### src/rtl/mem_pkg.sv
// Shared definitions for the data-memory access unit: op codes, FSM states,
// byte-enable patterns and alignment helpers.
package mem_pkg;

    localparam logic [2:0] OP_NONE = 3'd0;
    localparam logic [2:0] OP_W    = 3'd1;
    localparam logic [2:0] OP_HS   = 3'd2;
    localparam logic [2:0] OP_BS   = 3'd3;
    localparam logic [2:0] OP_HU   = 3'd4;
    localparam logic [2:0] OP_BU   = 3'd5;

    localparam logic [3:0] BE_NONE    = 4'b0000;
    localparam logic [3:0] BE_WORD    = 4'b1111;
    localparam logic [3:0] BE_HALF_LO = 4'b0011;
    localparam logic [3:0] BE_HALF_HI = 4'b1100;
    localparam logic [3:0] BE_BYTE0   = 4'b0001;

    typedef enum logic [1:0] {
        StIdle,
        StReq,
        StResp
    } state_t;

    // Ops 6/7 behave like OP_NONE.
    function automatic logic op_is_access(input logic [2:0] op);
        return (op >= OP_W) && (op <= OP_BU);
    endfunction

    function automatic logic is_aligned(input logic [2:0] op, input logic [1:0] lo);
        case (op)
            OP_W:         return lo == 2'b00;
            OP_HS, OP_HU: return lo[0] == 1'b0;
            default:      return 1'b1;
        endcase
    endfunction

endpackage

### src/rtl/load_extend.sv
// Selects the addressed half/byte lane of a read word and sign- or zero-extends it.
module load_extend
    import mem_pkg::*;
(
    input  logic [31:0] rdata,
    input  logic [2:0]  op,
    input  logic [1:0]  addr_lo,
    output logic [31:0] data
);

    logic [15:0] half_v;
    logic [7:0]  byte_v;

    // Lane selection and extension
    always_comb begin
        half_v = addr_lo[1] ? rdata[31:16] : rdata[15:0];
        case (addr_lo)
            2'd0:    byte_v = rdata[7:0];
            2'd1:    byte_v = rdata[15:8];
            2'd2:    byte_v = rdata[23:16];
            default: byte_v = rdata[31:24];
        endcase
        case (op)
            OP_W:    data = rdata;
            OP_HS:   data = {{16{half_v[15]}}, half_v};
            OP_HU:   data = {16'h0000, half_v};
            OP_BS:   data = {{24{byte_v[7]}}, byte_v};
            OP_BU:   data = {24'h000000, byte_v};
            default: data = 32'h0000_0000;
        endcase
    end

endmodule

### src/rtl/mem_access_unit.sv
// MEM-stage initiator: checks alignment, issues one word-aligned bus request
// with byte enables, waits for ack and returns extended load data.
module mem_access_unit
    import mem_pkg::*;
#(
    parameter int unsigned ADDR_W = 32
) (
    input  logic              clk,
    input  logic              reset,
    input  logic              req_valid,
    input  logic [2:0]        req_op,
    input  logic              req_we,
    input  logic [ADDR_W-1:0] req_addr,
    input  logic [31:0]       req_wdata,
    output logic              busy,
    output logic              rsp_valid,
    output logic [31:0]       rsp_rdata,
    output logic              addr_err,
    output logic              bus_req,
    output logic              bus_we,
    output logic [ADDR_W-1:0] bus_addr,
    output logic [3:0]        bus_be,
    output logic [31:0]       bus_wdata,
    input  logic [31:0]       bus_rdata,
    input  logic              bus_ack
);

    state_t            state_q;
    logic              rsp_valid_q;
    logic [31:0]       rsp_rdata_q;
    logic              addr_err_q;
    logic              bus_req_q;
    logic              bus_we_q;
    logic [ADDR_W-1:0] bus_addr_q;
    logic [3:0]        bus_be_q;
    logic [31:0]       bus_wdata_q;
    logic [2:0]        op_q;
    logic [1:0]        addr_lo_q;

    logic              accept;
    logic              misalign;
    logic [3:0]        be_d;
    logic [31:0]       wdata_d;
    logic [31:0]       ext_data;

    // Request decode: acceptance, alignment error, lane enables and replication
    always_comb begin
        accept   = 1'b0;
        misalign = 1'b0;
        if (state_q == StIdle && req_valid && op_is_access(req_op)) begin
            accept   = is_aligned(req_op, req_addr[1:0]);
            misalign = !is_aligned(req_op, req_addr[1:0]);
        end
        case (req_op)
            OP_W: begin
                be_d    = BE_WORD;
                wdata_d = req_wdata;
            end
            OP_HS, OP_HU: begin
                be_d    = req_addr[1] ? BE_HALF_HI : BE_HALF_LO;
                wdata_d = {2{req_wdata[15:0]}};
            end
            OP_BS, OP_BU: begin
                be_d    = BE_BYTE0 << req_addr[1:0];
                wdata_d = {4{req_wdata[7:0]}};
            end
            default: begin
                be_d    = BE_NONE;
                wdata_d = 32'h0000_0000;
            end
        endcase
    end

    load_extend u_load_extend (
        .rdata   (bus_rdata),
        .op      (op_q),
        .addr_lo (addr_lo_q),
        .data    (ext_data)
    );

    // Transaction FSM with registered outputs; bus fields are cleared on ack
    // so they read 0 whenever no request is outstanding.
    always_ff @(posedge clk or negedge reset) begin
        if (!reset) begin
            state_q     <= StIdle;
            rsp_valid_q <= 1'b0;
            rsp_rdata_q <= 32'h0000_0000;
            addr_err_q  <= 1'b0;
            bus_req_q   <= 1'b0;
            bus_we_q    <= 1'b0;
            bus_addr_q  <= '0;
            bus_be_q    <= BE_NONE;
            bus_wdata_q <= 32'h0000_0000;
            op_q        <= OP_NONE;
            addr_lo_q   <= 2'b00;
        end else begin
            addr_err_q  <= 1'b0;
            rsp_valid_q <= 1'b0;
            case (state_q)
                StIdle: begin
                    if (accept) begin
                        state_q     <= StReq;
                        bus_req_q   <= 1'b1;
                        bus_we_q    <= req_we;
                        bus_addr_q  <= {req_addr[ADDR_W-1:2], 2'b00};
                        bus_be_q    <= be_d;
                        bus_wdata_q <= wdata_d;
                        op_q        <= req_op;
                        addr_lo_q   <= req_addr[1:0];
                    end else if (misalign) begin
                        addr_err_q <= 1'b1;
                    end
                end
                StReq: begin
                    if (bus_ack) begin
                        state_q     <= StResp;
                        rsp_valid_q <= 1'b1;
                        rsp_rdata_q <= bus_we_q ? 32'h0000_0000 : ext_data;
                        bus_req_q   <= 1'b0;
                        bus_we_q    <= 1'b0;
                        bus_addr_q  <= '0;
                        bus_be_q    <= BE_NONE;
                        bus_wdata_q <= 32'h0000_0000;
                    end
                end
                StResp: begin
                    state_q     <= StIdle;
                    rsp_rdata_q <= 32'h0000_0000;
                end
                default: state_q <= StIdle;
            endcase
        end
    end

    assign busy      = (state_q != StIdle);
    assign rsp_valid = rsp_valid_q;
    assign rsp_rdata = rsp_rdata_q;
    assign addr_err  = addr_err_q;
    assign bus_req   = bus_req_q;
    assign bus_we    = bus_we_q;
    assign bus_addr  = bus_addr_q;
    assign bus_be    = bus_be_q;
    assign bus_wdata = bus_wdata_q;

endmodule
### config.mk
export PLATFORM = sky130hd
export DESIGN_NAME = mem_access_unit
export DESIGN_NICKNAME = d
export VERILOG_FILES = /design/src/rtl/mem_pkg.sv /design/src/rtl/load_extend.sv /design/src/rtl/mem_access_unit.sv
export SDC_FILE = /design/constraint.sdc
export NUM_CORES = 1
export LEC_CHECK = 0
export ABC_AREA = 1
export CAP_MARGIN = 5
export CORE_MARGIN = 8
export CORE_UTILIZATION = 49
export CTS_BUF_LIST = sky130_fd_sc_hd__clkbuf_8 sky130_fd_sc_hd__clkbuf_16
export CTS_CLUSTER_DIAMETER = 30
export DETAILED_ROUTE_END_ITERATION = 8
export HOLD_SLACK_MARGIN = 0.05
export PLACE_DENSITY = 0.86
export SETUP_SLACK_MARGIN = 0.02
export SYNTH_ARGS = -nofsm -noshare
export SYNTH_HDL_FRONTEND = slang
export SYNTH_SLANG_ARGS = --single-unit
### constraint.sdc
create_clock -name clk -period 2.2 [get_ports clk]
set_input_delay 0.33 -clock clk [delete_from_list [all_inputs] [get_ports clk]]
set_output_delay 0.33 -clock clk [all_outputs]
set_load 0.01 [all_outputs]
## After elaboration in Yosys (flattened, before gate mapping)

Index checks and enable logic that the tools add are counted.

| storage, ports and cells | value |
|---|---|
| bits in registers | 111 |
| bits of input ports | 104 |
| output and inout bits | 105 |
| word-level logic and storage cells | 81 |

| operators by class | value |
|---|---|
| $lt $le $gt $ge | 2 |
| equal/unequal tests | 16 |
| shift operators | 1 |
| multiplexer cells | 34 |
| bitwise logic cells | 1 |
| reduce and logical (&&, ||, !) cells | 16 |

Operators with widths:

| kind | count |
|---|---|
| case mux 32 bit (2 select lines) | 3 |
| 2-to-1 mux 32 bit | 5 |
| case mux 32 bit (5 select lines) | 1 |
| case mux 32 bit (3 select lines) | 1 |
| case mux 8 bit (3 select lines) | 1 |
| 2-to-1 mux 16 bit | 1 |
| == test 3 x 2 -> 1 bit, second input constant | 4 |
| == test 3 bit, second input constant | 4 |
| 2-to-1 mux 4 bit | 3 |
| case mux 4 bit (3 select lines) | 1 |
| 2-to-1 mux 1 bit | 11 |
| case mux 4 bit (2 select lines) | 1 |
| == test 3 x 1 -> 1 bit, second input constant | 2 |
| logical NOT 2 bit | 3 |
| case mux 1 bit (2 select lines) | 3 |
| AND reduction 2 bit | 3 |
| nonzero test 2 bit | 3 |
| == test 2 x 1 -> 1 bit, second input constant | 2 |
| == test 2 bit, second input constant | 2 |
| 2-to-1 mux 2 bit | 2 |
| != test 2 bit, second input constant | 2 |
| case mux 2 bit (2 select lines) | 1 |
| OR reduction 2 bit | 2 |
| << shifter 1 x 2 -> 4 bit, first input constant | 1 |
| other kinds (6) | 8 |

## Logic depth before layout (Yosys ltp)

| logic depth | value |
|---|---|
| depth after elaboration | 9 |
| gate-level depth with buffers | 10 |
| depth with buffers taken out | 9 |

## Modules after synthesis

Synthesis repeated with hierarchy kept, for this count alone.

| unflattened totals | value |
|---|---|
| cells, all modules | 822 |
| area, all modules | 6318.6 µm² |

By module, submodules not included:

| module | times used | cells each | area each (µm²) | sequential area each (µm²) |
|---|---|---|---|---|
| mem_access_unit | 1 | 622 | 5382.7 | 2727.6 |
| load_extend | 1 | 200 | 935.9 | 0.0 |

## Worst setup path before layout

No wires, ideal clock.

| timing path | value |
|---|---|
| path kind | register to register |
| from | register state_q[1] |
| to | register bus_addr_q[2] (netlist: bus_addr[2]) |
| setup time | 130 ps |
| arrival | 1237 ps |
| required time | 2070 ps |
| setup slack | 832 ps |
| stages on the path, launching flop included | 9 |
| path buffers | 2 |
| clock period less this slack | 1368 ps |
| path through | dfrtp_1 > nor2_1 > nand3_1 > nor2_2 > nand3_2 > buf_6 > buf_4 > nand3_1 > o21ai_1 |

| between the ends | value |
|---|---|
| cells in the longest elaborated chain, start to end | 6 |
| elaborated cells between the ends (all ways) | 10 |
| classes of those cells | eq/ne: 3; mux: 2; reduce/logical: 5 |

RTL lines:

| item | line | source |
|---|---|---|
| start: declaration | mem_access_unit.sv:28 | `state_t state_q;` |
| start signal: assignment | mem_access_unit.sv:85 | `state_q <= StIdle;` |
| start signal: assignment | mem_access_unit.sv:102 | `state_q <= StReq;` |
| start signal: assignment | mem_access_unit.sv:116 | `state_q <= StResp;` |
| logical NOT 2 bit | mem_access_unit.sv:50, mem_access_unit.sv:99 |  |
| logical AND 1 bit (2 in series) | mem_access_unit.sv:50 | `if (state_q == StIdle && req_valid && op_is_access(req_op)) begin` |
| 2-to-1 mux 1 bit | mem_access_unit.sv:50 |  |
| != test 2 bit (no source line) | - |  |
| AND reduction 3 bit (no source line) | - |  |
| end signal: assignment | mem_access_unit.sv:105 | `bus_addr_q <= {req_addr[ADDR_W-1:2], 2'b00};` |
| end: declaration | mem_access_unit.sv:34 | `logic [ADDR_W-1:0] bus_addr_q;` |

Several ways; a longest one is shown, not always the timed one.
A chain may end at the register's enable or synchronous reset.

## Worst setup path in the final report

| timing path | value |
|---|---|
| from | register addr_lo_q[1] |
| to | register rsp_rdata_q[29] (netlist: rsp_rdata[29]) |

| between the ends | value |
|---|---|
| cells in the longest elaborated chain, start to end | 6 |
| elaborated cells between the ends (all ways) | 9 |
| classes of those cells | eq/ne: 2; mux: 6; reduce/logical: 1 |

RTL lines:

| item | line | source |
|---|---|---|
| start: declaration | mem_access_unit.sv:38 | `logic [1:0] addr_lo_q;` |
| start signal: assignment | mem_access_unit.sv:109 | `addr_lo_q <= req_addr[1:0];` |
| == test 2 bit (tied with other cells) | load_extend.sv:17 | `case (addr_lo)` |
| case mux 8 bit (3 select lines) | load_extend.sv:17 |  |
| case mux 32 bit (5 select lines) (*) | load_extend.sv:23 | `case (op)` |
| 2-to-1 mux 32 bit (*) | mem_access_unit.sv:118 | `rsp_rdata_q <= bus_we_q ? 32'h0000_0000 : ext_data;` |
| 2-to-1 mux 32 bit (*) | mem_access_unit.sv:115 | `if (bus_ack) begin` |
| case mux 32 bit (2 select lines) (*) | mem_access_unit.sv:99 | `case (state_q)` |
| end signal: assignment | mem_access_unit.sv:118 |  |
| end: declaration | mem_access_unit.sv:30 | `logic [31:0] rsp_rdata_q;` |

Every way passes the cells marked *; elsewhere a longest branch is shown, timed or not. The select of a mux whose other input is x is not followed.

==> out/qor.yml <==
drt:
  drt-total-wl_um: 18900
  final_antenna_net_count: 0
  drtPass1Iterations: 5
  routedWlPerCell_um: 16.1
  via_per_inst: 5.32
  drc_errors: 0
  drt_iter0_markers: 604
  route.vias.total: 6246
sta:
  skew_ps: 9.02
  fin_crit_sh_pct: 83.6
  post-route-min-period_ps: 1840
  tightest_slew_ps: 1010
  maxSlewViolCount: 0
  finalSetupViolCount: 0
  rsz0062_at_grt: "no"
  maxSlewHeadroom_pct: 32.7
  final_hold_viol_count: 0
  finalSetupTns_ps: 0
  fmax_mhz: 543
  fin_hold_ws_ps: 476
floorplanning:
  core_sq_um: 11900
  std_cell_rows: 40
  die_y_um: 126
  initial_core_util_pct: 49.7
  die_x_um: 126
  dieArea_sq_um: 15900
  io_pins: 209
clock_network:
  cts_sinks: 109
  cts.clk_slew.worst_paths_ps: 70
  insertion_delay_ps: 350
  cts_tree: "built"
  numCtsBuffers: 9
  cts_resized: 0
  htreeDepth: 3
  cts_buffer_depth: 2
  cts_root_buf: "clkbuf_16"
setup_path:
  timing.rr.end: "rsp_rdata[29]"
  slowest_stage: "dfrtp_1"
  criticalPathCategory: "flop to flop"
  worstPathRequired_ps: 2430
  critical_path_peak_fanout: 17
  path_cells: "inv_2, nand2_1, nand2_1, nand2_1, nand3_1, nand2_1, nand2_1"
  r2r_slack_ps: 360
  critPathArrivalTime_ps: 2070
  end_kind: "flop"
  crit_top_cell: "nand2_1"
  cp_num_buf_inv: 1
  ff2ff_path_depth: 7
  critPathTopFamily: "simple AND/OR/NAND/NOR gates"
  start_kind: "flop"
  rr_startpoint: "addr_lo_q[1]"
  critical_path.startpoint: "addr_lo_q[1]"
  slowest_delay_ps: 650
yosys:
  netlist.top_cell.by_area: "dfrtp_1"
  syn-cell-area_sq_um: 5920
  ys_types: 25
  synth_top_area_share_pct: 46.0
  synth.avg_cell_area_sq_um: 7.11
  syn_inst: 833
  ys_ff_latch: 109
  yosysWarnings: 0
  ys_seq_area_share_pct: 46.0
  synthTopCellsByArea: "dfrtp_1, nand2_1, nand3_1, inv_1, nor2_1"
global_routing:
  grt_antenna_before_repair: 0
  grt_pass1_vias: 6062
  grtUsageTotal_pct: 23.6
  grt.overflow.total: 0
  grt_max_degree: 73
  grt_pass1_wl_um: 30600
power_and_ir_drop:
  pwr-share-seq_pct: 35.9
  p_sw_share_pct: 36.5
  p_leak_uw: 0.00439
  powerDensity_nw_per_um2: 984
  p_sw_uw: 3030
  total_power_uw: 8290
  ir_drop_mv: 0.539
  clkPwrFrac_pct: 20.7
  internal_power_uw: 5270
  pwr-share-comb_pct: 43.4
cells_and_area:
  nNetsFinal: 1126
  layout_common_cells: "nand2_1, clkdlybuf4s50_1, nand3_1"
  drive_above_1_share_pct: 4.77
  final_cell_area_sq_um: 8420
  diodes: 0
  fin_cells: 1174
  synthToLayoutAreaGrowth_pct: 42.2
  final_common_cell: "nand2_1"
placed_design:
  place_congestion: 0.903
  placedCellCount: 1157
  portBuffers: 206
  hpwl_um: 13900
  placed_cell_area_sq_um: 8100
job:
  drv_cap: 0
run_status:
  status: "finished clean"
min_path:
  hp-class: "primary input to async pin"
==> worst register-to-register path, cell delays in order, from the launching register on <==
cell and delay [ps]:
dfrtp_1 650, inv_2 180, nand2_1 120, nand2_1 70
nand2_1 420, nand3_1 150, nand2_1 100, nand2_1 50
==> cell usage after synthesis (all sizes together) <==
cell type and number:
a21boi 1, a21oi 8, buf 34, clkbuf 17
conb 1, dfrtp 109, inv 88, nand2 296
nand3 134, nand4 19, nor2 57, nor3 9
o211ai 7, o21ai 45, o31ai 8
==> state kept, by name, summed over array words and instances, names as in the netlist, 2 cells and up <==
name and cells:
state_q 2, bus_addr 30, op_q 3, bus_be 4, bus_wdata 32, rsp_rdata 32
addr_lo_q 2
==> area by class of cell <==
cell class,count,area (sq um)
Clock buffer,10,239
Clock inverter,6,76.3
Fill cell,960,3490
Inverter,88,330
Multi-Input combinational cell,586,2600
Sequential cell,109,2730
Tap cell,147,184
Timing Repair Buffer,228,2260
==> routing by layer <==
layer,vias up,wire [um],track usage [%],part of all wire (%)
met5,-,0,0,0
met4,0,575,9.13,3.0
met3,36,1710,7.47,9.1
met2,296,8970,39.0,47
met1,2886,7630,28.0,40
li1,3028,-,-,-
==> through the flow <==
stage | util, % | worst slack [ps]
floorplan | - | 832
global placement | 68.0 | 152
detailed placement | 68.0 | 74.9
CTS | 70.7 | 339
global route | 70.7 | 122
finish | 70.7 | 360
==> repair_timing <==
action | in CTS | in global routing
endpoints found under the hold margin | 32 | 0
hold buffers | 1 | 0
setup buffers | 0 | 0
endpoints found under the setup margin | 0 | 0
==> logic make-up after synthesis <==
| logic type | share of synthesized area (%) |
|---|---|
| AO/OA/AOI/OAI | 6.51 |
| buffers and inverters | 10.2 |
| AND/OR/NAND/NOR | 37.2 |
| other | 0.0633 |
| flip-flops | 46.0 |
==> worst max-delay path by stage <==
stage | cells after the start | endpoint | slack (ps)
3_5_place_dp | 10 | bus_wdata[14] | 70
4_1_cts | 3 | busy | 340
2_1_floorplan | 8 | bus_addr[2] | 830
5_1_grt | 7 | rsp_rdata[26] | 120
3_3_place_gp | 10 | bus_wdata[17] | 150
6_report | 7 | rsp_rdata[29] | 360
==> power by group through the flow <==
stage               Sequential [uW]  Clock (uW)  Combinational (uW)
finish                         2980        1710                3600
global route                   3050        1810                3940
CTS                            2980        1740                3630
detailed placement             2990           0                3610
global placement               2980           0                3540
floorplan                      3200           0                1540
(Power assumes the default switching activity.)
